--- src/rtl/irq_capture4.sv ---
// Request capture front end: input synchronisers, edge/level event detection, pending and
// overflow registers, and a valid/ready id issuer. Optional timestamping via IRQ_CAPTURE_TIMESTAMP_EN.
module irq_capture4 #(
  parameter int unsigned SYNC_STAGES = 2,
  parameter int unsigned EDGE_MODE   = 1
) (
  input  logic       clk,
  input  logic       rst,
  input  logic [3:0] irq_in,
  input  logic [3:0] mask,
  input  logic       en,
  output logic [3:0] pend,
  output logic       irq_valid,
  output logic [1:0] irq_id,
  input  logic       irq_ready,
  output logic [3:0] overflow,
  input  logic       clr_ovf
`ifdef IRQ_CAPTURE_TIMESTAMP_EN
  ,
  output logic [15:0] irq_ts
`endif
);

  typedef enum logic {
    IDLE    = 1'b0,
    PRESENT = 1'b1
  } state_t;

  localparam logic EDGE = (EDGE_MODE != 0);

  logic [3:0] sync_q [SYNC_STAGES];
  logic [3:0] s;
  logic [3:0] evt;

  state_t     state_q, state_d;
  logic [3:0] pend_q, pend_d;
  logic [3:0] ovf_q, ovf_d;
  logic [1:0] id_q, id_d;
  logic [3:0] cand;
  logic [3:0] clr;

  always_ff @(posedge clk or posedge rst) begin
    if (rst) begin
      for (int unsigned j = 0; j < SYNC_STAGES; j++) sync_q[j] <= '0;
    end else begin
      sync_q[0] <= irq_in;
      for (int unsigned j = 1; j < SYNC_STAGES; j++) sync_q[j] <= sync_q[j-1];
    end
  end

  assign s = sync_q[SYNC_STAGES-1];

  generate
    if (EDGE) begin : g_edge
      localparam logic [2:0] WARM = 3'(SYNC_STAGES + 1);
      logic [3:0] s_d_q;
      logic [3:0] evt_q;
      logic [2:0] warm_q;
      logic       armed;

      // Edge detection stays disarmed until the synchroniser and history have refilled after
      // reset, so a line already high when reset releases does not look like a fresh rising edge.
      assign armed = (warm_q == WARM);

      always_ff @(posedge clk or posedge rst) begin
        if (rst) begin
          s_d_q  <= '0;
          evt_q  <= '0;
          warm_q <= '0;
        end else begin
          s_d_q <= s;
          evt_q <= armed ? (s & ~s_d_q) : '0;
          if (!armed) warm_q <= warm_q + 3'd1;
        end
      end

      assign evt = evt_q;
    end else begin : g_level
      assign evt = s;
    end
  endgenerate

  always_comb begin
    state_d = state_q;
    id_d    = id_q;
    clr     = '0;
    cand    = pend_q & ~mask;

    case (state_q)
      IDLE: begin
        if (en && (cand != '0)) begin
          state_d = PRESENT;
          for (int unsigned b = 0; b < 4; b++) begin
            if (cand[b]) id_d = 2'(b);
          end
        end
      end
      PRESENT: begin
        if (irq_ready) begin
          clr[id_q] = 1'b1;
          state_d   = IDLE;
        end
      end
      default: state_d = IDLE;
    endcase

    // A new event always wins over the accept-clear; only an event hitting an
    // uncleared pending bit counts as lost.
    pend_d = evt | (pend_q & ~clr);
    ovf_d  = ({4{EDGE}} & evt & pend_q & ~clr) | (ovf_q & ~{4{clr_ovf}});
  end

  always_ff @(posedge clk or posedge rst) begin
    if (rst) begin
      state_q <= IDLE;
      pend_q  <= '0;
      ovf_q   <= '0;
      id_q    <= '0;
    end else begin
      state_q <= state_d;
      pend_q  <= pend_d;
      ovf_q   <= ovf_d;
      id_q    <= id_d;
    end
  end

  assign pend      = pend_q;
  assign overflow  = ovf_q;
  assign irq_id    = id_q;
  assign irq_valid = (state_q == PRESENT);

`ifdef IRQ_CAPTURE_TIMESTAMP_EN
  logic [15:0] ts_cnt_q;
  logic [15:0] irq_ts_q;

  always_ff @(posedge clk or posedge rst) begin
    if (rst) begin
      ts_cnt_q <= '0;
      irq_ts_q <= '0;
    end else begin
      ts_cnt_q <= ts_cnt_q + 16'd1;
      if ((state_q == IDLE) && (state_d == PRESENT)) irq_ts_q <= ts_cnt_q;
    end
  end

  assign irq_ts = irq_ts_q;
`endif

endmodule
--- config.mk ---
export PLATFORM = sky130hd
export DESIGN_NAME = irq_capture4
export DESIGN_NICKNAME = d
export VERILOG_FILES = /design/src/rtl/irq_capture4.sv
export SDC_FILE = /design/constraint.sdc
export NUM_CORES = 1
export LEC_CHECK = 0
export ABC_AREA = 1
export BUFFER_PORTS_ARGS = -buffer_cell sky130_fd_sc_hd__buf_4
export CAP_MARGIN = 0
export CORE_MARGIN = 5
export CORE_UTILIZATION = 55
export DETAILED_ROUTE_END_ITERATION = 8
export MAX_ROUTING_LAYER = met4
export PLACE_DENSITY = 0.81
export SLEW_MARGIN = 20
export SYNTH_ARGS = -nofsm -noshare
export SYNTH_HDL_FRONTEND = slang
export SYNTH_SLANG_ARGS = --single-unit
--- constraint.sdc ---
create_clock -name clk -period 2.8 [get_ports clk]
set_clock_uncertainty 0.15 [all_clocks]
set_input_delay 0.56 -clock clk [delete_from_list [all_inputs] [get_ports clk]]
set_output_delay 0.56 -clock clk [all_outputs]
set_load 0.01 [all_outputs]
# After elaboration in Yosys (flattened, before gate mapping)
# Cells that the tools add are included.
# word_totals
regBits	30
input_bits	13
output_inout_bits	11
# classes
addsub	1
n_lt_le_gt_ge	2
eq_ne	1
mux	12
bitwise_logic	13
reduce_logical	4
# op_table
op	count
$and A4 B4 Y4	6
$not A4 Y4	4
$mux W4	3
$mux W2	4
$or A4 B4 Y4	2
$reduce_bool A4 Y1	1
$add A3 B1 Y3 const B	1
$eq A3 B2 Y1 const B	1
$lt A2 B3 Y1 const B	1
$mux W1	3
$reduce_and A3 Y1	1
$demux W1 S2	1
$ge A2 B1 Y1 const B	1
$logic_and A1 B1 Y1	2
$pmux W1 S2	1
$not A1 Y1	1

# Depth between registers and ports, before layout
# Gate-level depths: netlist of the first run.
# logic_depth
ltp_word	9
depth_mapped	7

# Worst setup path after synthesis of the first run
# No wires, ideal clock.
# synth_path
path_kind	register to register
start	register g_edge.warm_q[0]
end	register g_edge.warm_q[1]
setup_ns	0.125
t_arrival_ns	1.150
t_required_ns	2.525
path_slack_ns	1.375
stages_incl_launch_ff	5
synth_period_minus_slack_ns	1.425
path_cell_list	dfrtp_1 -> ha_1 -> ha_1 -> buf_6 -> mux2_4
# synth_via
elab_chain_len	1
# synth_lines
item	line_no	text
start: declaration	58	logic [2:0] warm_q;
start signal: assignment	73	if (!armed) warm_q <= warm_q + 3'd1;
$add A3 B1 Y3 / $eq A3 B2 Y1 (equally long branches)	73, 63	
# Several ways; a longest one is shown, not always the timed one.
# A chain may end at the register's enable or synchronous reset.

# Final worst setup path of the first run
# layout_path
start	register id_q[1], in the netlist irq_id[1]
end	output irq_id[1]
# layout_lines
item	line_no	text
start: declaration	38	logic [1:0] id_q, id_d;
start signal: assignment	123	id_q <= id_d;
end: declaration	14	output logic [1:0] irq_id,
# No word-level cell between the ends.

==> results.ini, run 1 <==
[sta]
fin_crit_sh_pct = 58.4
period_needed_ns = 1.64
finalSetupViolations = 0
worstMarginPinSlew_ns = 0.347
fmax_mhz = 611
rsz0062_at_grt = false
holdWs_ns = 0.149
fin_ws_ns = 1.16
final_max_slew_viol_count = 0
hold_viol_final = 0
slew_headroom_pct = 76.9
tns_ns = 0

[global_routing]
grt_max_degree = 31
antenna_found_initial = 0
grt_pass1_wl_microns = 3060
gr-total-overflow = 0
grt_pass1_vias = 776
grt_usage_pct = 16.0

[detailed_routing]
wl_per_cell_microns = 11.2
drt_iter0_drc = 10
wl_met1_microns = 688
vias = 734
top_layer = met4
drt_pass1_iterations = 4
drc = 0
wirelength_microns = 1750
ant_nets = 0
met2_wirelength_microns = 896
via_per_inst = 4.68
met3WireLength_microns = 127

[place]
portBuffers = 23
dpl_cell_area_sq_um = 1300
dp_hpwl_microns = 1350
dp_cells = 149
place_ws_ns = 1.33
gp_congestion = 0.727

[layout]
fin_cells = 157
nets = 144
area_growth_pct = 25.6
fin_util_pct = 71.5
stdcell_area_sq_um = 1370
drive_gt1_share_pct = 31.5
n_antenna_cell = 0

[synthesis]
async_reset_ff_share_pct = 100
synth_edf_count = 0
synth.most_common_cell = dfrtp_1
synth.area.top_cells = dfrtp_1, nand2_1, inv_1
synth_top_cell_by_area = dfrtp_1
synth_top_flop_cell = dfrtp_1
yosys_warnings = 0
yosysSeqAreaShare_pct = 68.6
synthTopCellsByCount = dfrtp_1, nand2_1, inv_1
synth_cell_types = 14
synth_top_area_share_pct = 68.6
ys_ff_latch = 30
synth_nets = 114
syn_area_sq_um = 1090
syn_inst = 99
avgSynthCellArea_sq_um = 11.0

[power_and_ir_drop]
power_frac_clock_pct = 26.7
share_comb_of_total_power_pct = 25.7
p_sw_share_pct = 30.4
power.total_mw = 1.21
power_frac_seq_pct = 47.6
power_density_nw_per_um2 = 879
p_leak_nw = 0.720
p_int_mw = 0.840
vdd_drop_max_mv = 0.507
switchingPower_mw = 0.367

[cts]
cts_root_buf = clkbuf_4
h-tree-depth = 2
numCtsBuffers = 5
post-cts-setup-buffer-count = 0
clk_pin_slew_ns = 0.09
cts_tree = yes
clk_latency_ns = 0.32
cts_buffer_depth = 2
cts.sinks = 30
post_cts_resize_count = 0
cts_hold_buffers = 0

[floorplan]
die_x_microns = 54.6
die_h_microns = 54.6
start_util_pct = 56.9
fp.coreArea_sq_um = 1920
top_level_ports = 24
die_area_sq_um = 2980
fp-row-count = 16

[setup_path]
crit_chain = buf_4
timing.rr.end = g_edge.warm_q[1]
crit_arrival_ns = 0.93
end_kind = output pin
r2r_setup_slack_ns = 1.34
reg2regPathDepth = 3
worstSetupPathType = reg2out
critPathLaunchType = flop
r2r_start = g_edge.warm_q[0]
max_stage_delay_ns = 0.44
path_delay_family = flip-flops
cp.required_ns = 2.09
path_buf_inv = 1
crit_fanout = 5
slowest_stage = dfrtp_1

[min_path]
worstHoldPathType = in2async

[job]
maxCapViolCount = 0

[status]
outcome = finished, final reports clean

worst max path at each step:
stage	from	to	slack, ns	cells after the start
CTS	irq_id[1]	irq_id[1]	1.15	1
global placement	g_edge.warm_q[0]	g_edge.warm_q[1]	1.37	3
floorplan	g_edge.warm_q[0]	g_edge.warm_q[1]	1.37	4
global route	irq_id[1]	irq_id[1]	1.11	1
finish	irq_id[1]	irq_id[1]	1.16	1
detailed placement	g_edge.warm_q[0]	g_edge.warm_q[1]	1.33	3
cell type report:
class                   count  area, sq um
well taps                  27         33.8
flip-flops and latches     30          751
multi-input cells          53          275
clock buffers               5         37.5
fillers                   149          548
clock inverters             3         40.0
repair buffers             24          180
inverters                  15         56.3
sequential cells by signal (all words and copies together) (netlist names):
register	count
irq_valid	1
s	4
evt	4
irq_id	2
g_edge.s_d_q	4
sync_q	4
overflow	4
pend	4
g_edge.warm_q	3
cells by family after synthesis:
logic type / Yosys count / share of synthesized area [%]
buffers and inverters: 16 / 6.18
and+or+nand+nor: 39 / 14.5
adders and majority gates: 2 / 2.29
xor gates and xnor gates: 1 / 0.801
AOI/OAI and AO/OA: 10 / 6.18
muxes: 1 / 1.37
DFF: 30 / 68.6
worst reg2reg max path, delay by kind of cell, from the launching register on:
kind                     cells  cell delay (ns)
flip-flops                   1             0.40
adder cells (fa/ha/maj)      2             0.48
multiplexers                 1             0.33
placed cells by master, fill, tap and decap left out:
| cell | count |
|---|---|
| buf_4 | 24 |
| o21ai_1 | 5 |
| nor2_1 | 4 |
| clkbuf_4 | 5 |
| nor2_2 | 1 |
| o211ai_1 | 1 |
| dfrtp_1 | 30 |
| clkinv_2 | 2 |
| nand2_2 | 3 |
| ha_1 | 2 |
| inv_1 | 15 |
| mux2_4 | 1 |
| nand2_1 | 29 |
| bufinv_16 | 1 |
| nand3_1 | 2 |
| o21ai_2 | 4 |
| xnor2_1 | 1 |
per-layer routing:
| metal | vias to the layer above | GRT usage [%] |
|---|---|---|
| met4 | 0 | 7.47 |
| met5 | - | - |
| li1 | 362 | - |
| met1 | 342 | 16.2 |
| met3 | 6 | 7.36 |
| met2 | 24 | 26.0 |
power by group through the flow:
stage	clock [mW]	sequential, mW	combinational (mW)
after floorplan	0	0.603	0.144
after detailed placement	0	0.585	0.315
after global routing	0.355	0.587	0.352
final	0.322	0.574	0.311
after CTS	0.336	0.575	0.319
after global placement	0	0.581	0.308
Power figures use the tool's default switching activity.
==> run 2: changes to the inputs <==
Settings changed: ABC_AREA 1 to 0, CORE_UTILIZATION 55 to 46, PLACE_DENSITY 0.81 to 0.72.
Clock period 2.8 ns to 1.4 ns, I/O delays scaled along.
==> results.ini, run 2 <==
[status]
outcome = finished, violations left  ; was finished, final reports clean
violations = negative setup slack

[synthesis]
syn_inst = 78  ; was 99
synth_edf_count = 0  ; unchanged
yosysSeqAreaShare_pct = 70.9  ; was 68.6%
ys_ff_latch = 30  ; unchanged
synth.most_common_cell = dfrtp_1  ; unchanged
avgSynthCellArea_sq_um = 13.6  ; was 11.0 sq um
synth_nets = 93  ; was 114
synth_top_cell_by_area = dfrtp_1  ; unchanged
async_reset_ff_share_pct = 100  ; unchanged
synthTopCellsByCount = dfrtp_1, inv_1, nand2_1  ; was dfrtp_1, nand2_1, inv_1
synth_cell_types = 27  ; was 14
yosys_warnings = 0  ; unchanged
syn_area_sq_um = 1060  ; was 1090 sq um
synth_top_flop_cell = dfrtp_1  ; unchanged
synth.area.top_cells = dfrtp_1, inv_1, and3b_1  ; was dfrtp_1, nand2_1, inv_1
synth_top_area_share_pct = 70.9  ; was 68.6%

[floorplan]
fp.coreArea_sq_um = 2210  ; was 1920 sq um
die_area_sq_um = 3360  ; was 2980 sq um
die_h_microns = 58.0  ; was 54.6 microns
die_x_microns = 58.0  ; was 54.6 microns
fp-row-count = 17  ; was 16
top_level_ports = 24  ; unchanged
start_util_pct = 47.9  ; was 56.9%

[cts]
h-tree-depth = 2  ; unchanged
clk_latency_ns = 0.31  ; was 0.32 ns
cts_tree = yes  ; unchanged
cts_root_buf = clkbuf_4  ; unchanged
clk_pin_slew_ns = 0.08  ; was 0.09 ns
cts_buffer_depth = 2  ; unchanged
cts.sinks = 30  ; unchanged
numCtsBuffers = 5  ; unchanged

[power_and_ir_drop]
vdd_drop_max_mv = 0.999  ; was 0.507 mV
p_int_mw = 1.60  ; was 0.840 mW
p_leak_nw = 0.678  ; was 0.720 nW
p_sw_share_pct = 28.7  ; was 30.4%
power_frac_seq_pct = 49.9  ; was 47.6%
switchingPower_mw = 0.641  ; was 0.367 mW
share_comb_of_total_power_pct = 27.7  ; was 25.7%
power_density_nw_per_um2 = 1560  ; was 879 nW/um^2
power_frac_clock_pct = 22.4  ; was 26.7%

[detailed_routing]
vias = 718  ; was 734
drt_pass1_iterations = 3  ; was 4
drc = 0  ; unchanged
wirelength_microns = 1910  ; was 1750 microns
ant_nets = 0  ; unchanged
via_per_inst = 4.88  ; was 4.68
wl_per_cell_microns = 13.0  ; was 11.2 microns
drt_iter0_drc = 3  ; was 10

[layout]
fin_util_pct = 65.0  ; was 71.5%
stdcell_area_sq_um = 1440  ; was 1370 sq um
n_antenna_cell = 0  ; unchanged
mostFrequentLayoutCell = dfrtp_1  ; unchanged
area_growth_pct = 35.8  ; was 25.6%
fin_cells = 147  ; was 157
mostFrequentLayoutCells = dfrtp_1, buf_4, inv_1  ; was dfrtp_1, nand2_1, buf_4, inv_1
drive_gt1_share_pct = 36.1  ; was 31.5%
nets = 133  ; was 144
n_fill_cell = 187  ; was 149

[sta]
hold_viol_final = 0  ; unchanged
worstMarginPinSlew_ns = 0.382  ; was 0.347 ns
fmax_mhz = 710
final_max_slew_viol_count = 0  ; unchanged
finalSetupViolations = 1  ; was 0
slew_headroom_pct = 74.3  ; was 76.9%
fin_crit_sh_pct = 101
rsz0062_at_grt = true  ; was false
period_needed_ns = 1.41
fin_ws_ns = -0.00895  ; was 1.16 ns
holdWs_ns = 0.101  ; was 0.149 ns

[setup_path]
crit_fanout = 3  ; was 5
worstSetupPathType = reg2reg  ; was reg2out
critPathLaunchType = flop  ; unchanged
cp.required_ns = 1.44  ; was 2.09 ns
end_kind = flop  ; was output pin
crit_arrival_ns = 1.45  ; was 0.93 ns

[global_routing]
antenna_found_initial = 0  ; unchanged
grt_pass1_vias = 752  ; was 776
grt_max_degree = 31  ; unchanged
grt_pass1_wl_microns = 3090  ; was 3060 microns
grt_usage_pct = 12.8  ; was 16.0%
gr-total-overflow = 0  ; unchanged

[place]
dp_cells = 133  ; was 149
portBuffers = 23  ; unchanged
gp_congestion = 0.905  ; was 0.727
dpl_cell_area_sq_um = 1300  ; about the same
dp_hpwl_microns = 1300  ; was 1350 microns

[job]
maxCapViolCount = 0  ; unchanged

[min_path]
worstHoldPathType = in2reg  ; was in2async

run 2: final timing paths:
path	from	to	slack (ns)	cells past startpoint
setup / recovery	irq_id[0]	overflow[0]	-0.009	4
hold / removal	irq_ready	irq_valid	0.10	2
setup reg to reg	irq_id[0]	overflow[0]	-0.009	4
hold reg to reg	sync_q[6]	s[2]	0.20	0
max in group asynchronous	rst	irq_valid	0.37	4
min in group asynchronous	rst	sync_q[7]	0.45	4
run 2: logic make-up (layout without fill, tap and decap cells):
logic type      after synthesis  count (layout)  synth area share [%]
flops                        30              30                  70.9
simple gates                 21              21                  11.6
compound gates               15              15                  10.4
buf+inv                       8              49                  2.84
fa+ha+maj                     2               2                  2.36
xor+xnor                      1               1                 0.828
mux                           1               1                  1.06
run 2: cell type report:
| cell class | count | area [sq um] | area share [%] |
|---|---|---|---|
| clock buffers | 7 | 55.1 | 3.83 |
| clock inverters | 1 | 5.00 | 0.348 |
| inverters | 7 | 26.3 | 1.83 |
| multi-input cells | 40 | 293 | 20.4 |
| flip-flops and latches | 30 | 752 | 52.3 |
| well taps | 28 | 35.0 | 2.44 |
| repair buffers | 34 | 272 | 18.9 |
run 2: timing repair:
action,4_1_cts,5_1_grt
hold endpoints to repair,34,0
hold buffers,5,0
gates resized for setup,2,2
setup buffers,3,0
cloned,0,0
setup endpoints to repair,4,6
run 2: routing by layer:
layer / wire length [microns] / track usage (%) / vias up
met2: 981 / 20.2 / 25
met1: 738 / 13.3 / 342
met3: 151 / 4.90 / 6
met4: 42 / 8.61 / 0
li1: - / - / 345
met5: 0 / - / -
run 2: power groups by stage:
stage	Combinational [mW]	Sequential (mW)	Clock, mW
3_3_place_gp	0.620	1.09	0
2_1_floorplan	0.219	1.17	0
4_1_cts	0.617	1.11	0.527
5_1_grt	0.670	1.14	0.574
6_report	0.620	1.12	0.501
3_5_place_dp	0.630	1.10	0
run 2: metrics by stage:
step / TNS, ns / total power [mW] / setup WS, ns
finish: -0.00895 / 2.24 / -0.00895
global route: -0.127 / 2.38 / -0.0618
CTS: -0.00136 / 2.26 / -0.00136
detailed placement: -0.0387 / 1.73 / -0.0387
global placement: 0 / 1.71 / 0.0124
floorplan: 0 / 1.39 / 0.00996
run 2: worst max-delay path: stages (launching register included):
cell and delay (ns):
dfrtp_1 0.39, buf_6 0.12, buf_4 0.13, o31ai_1 0.38, o2bb2ai_1 0.13
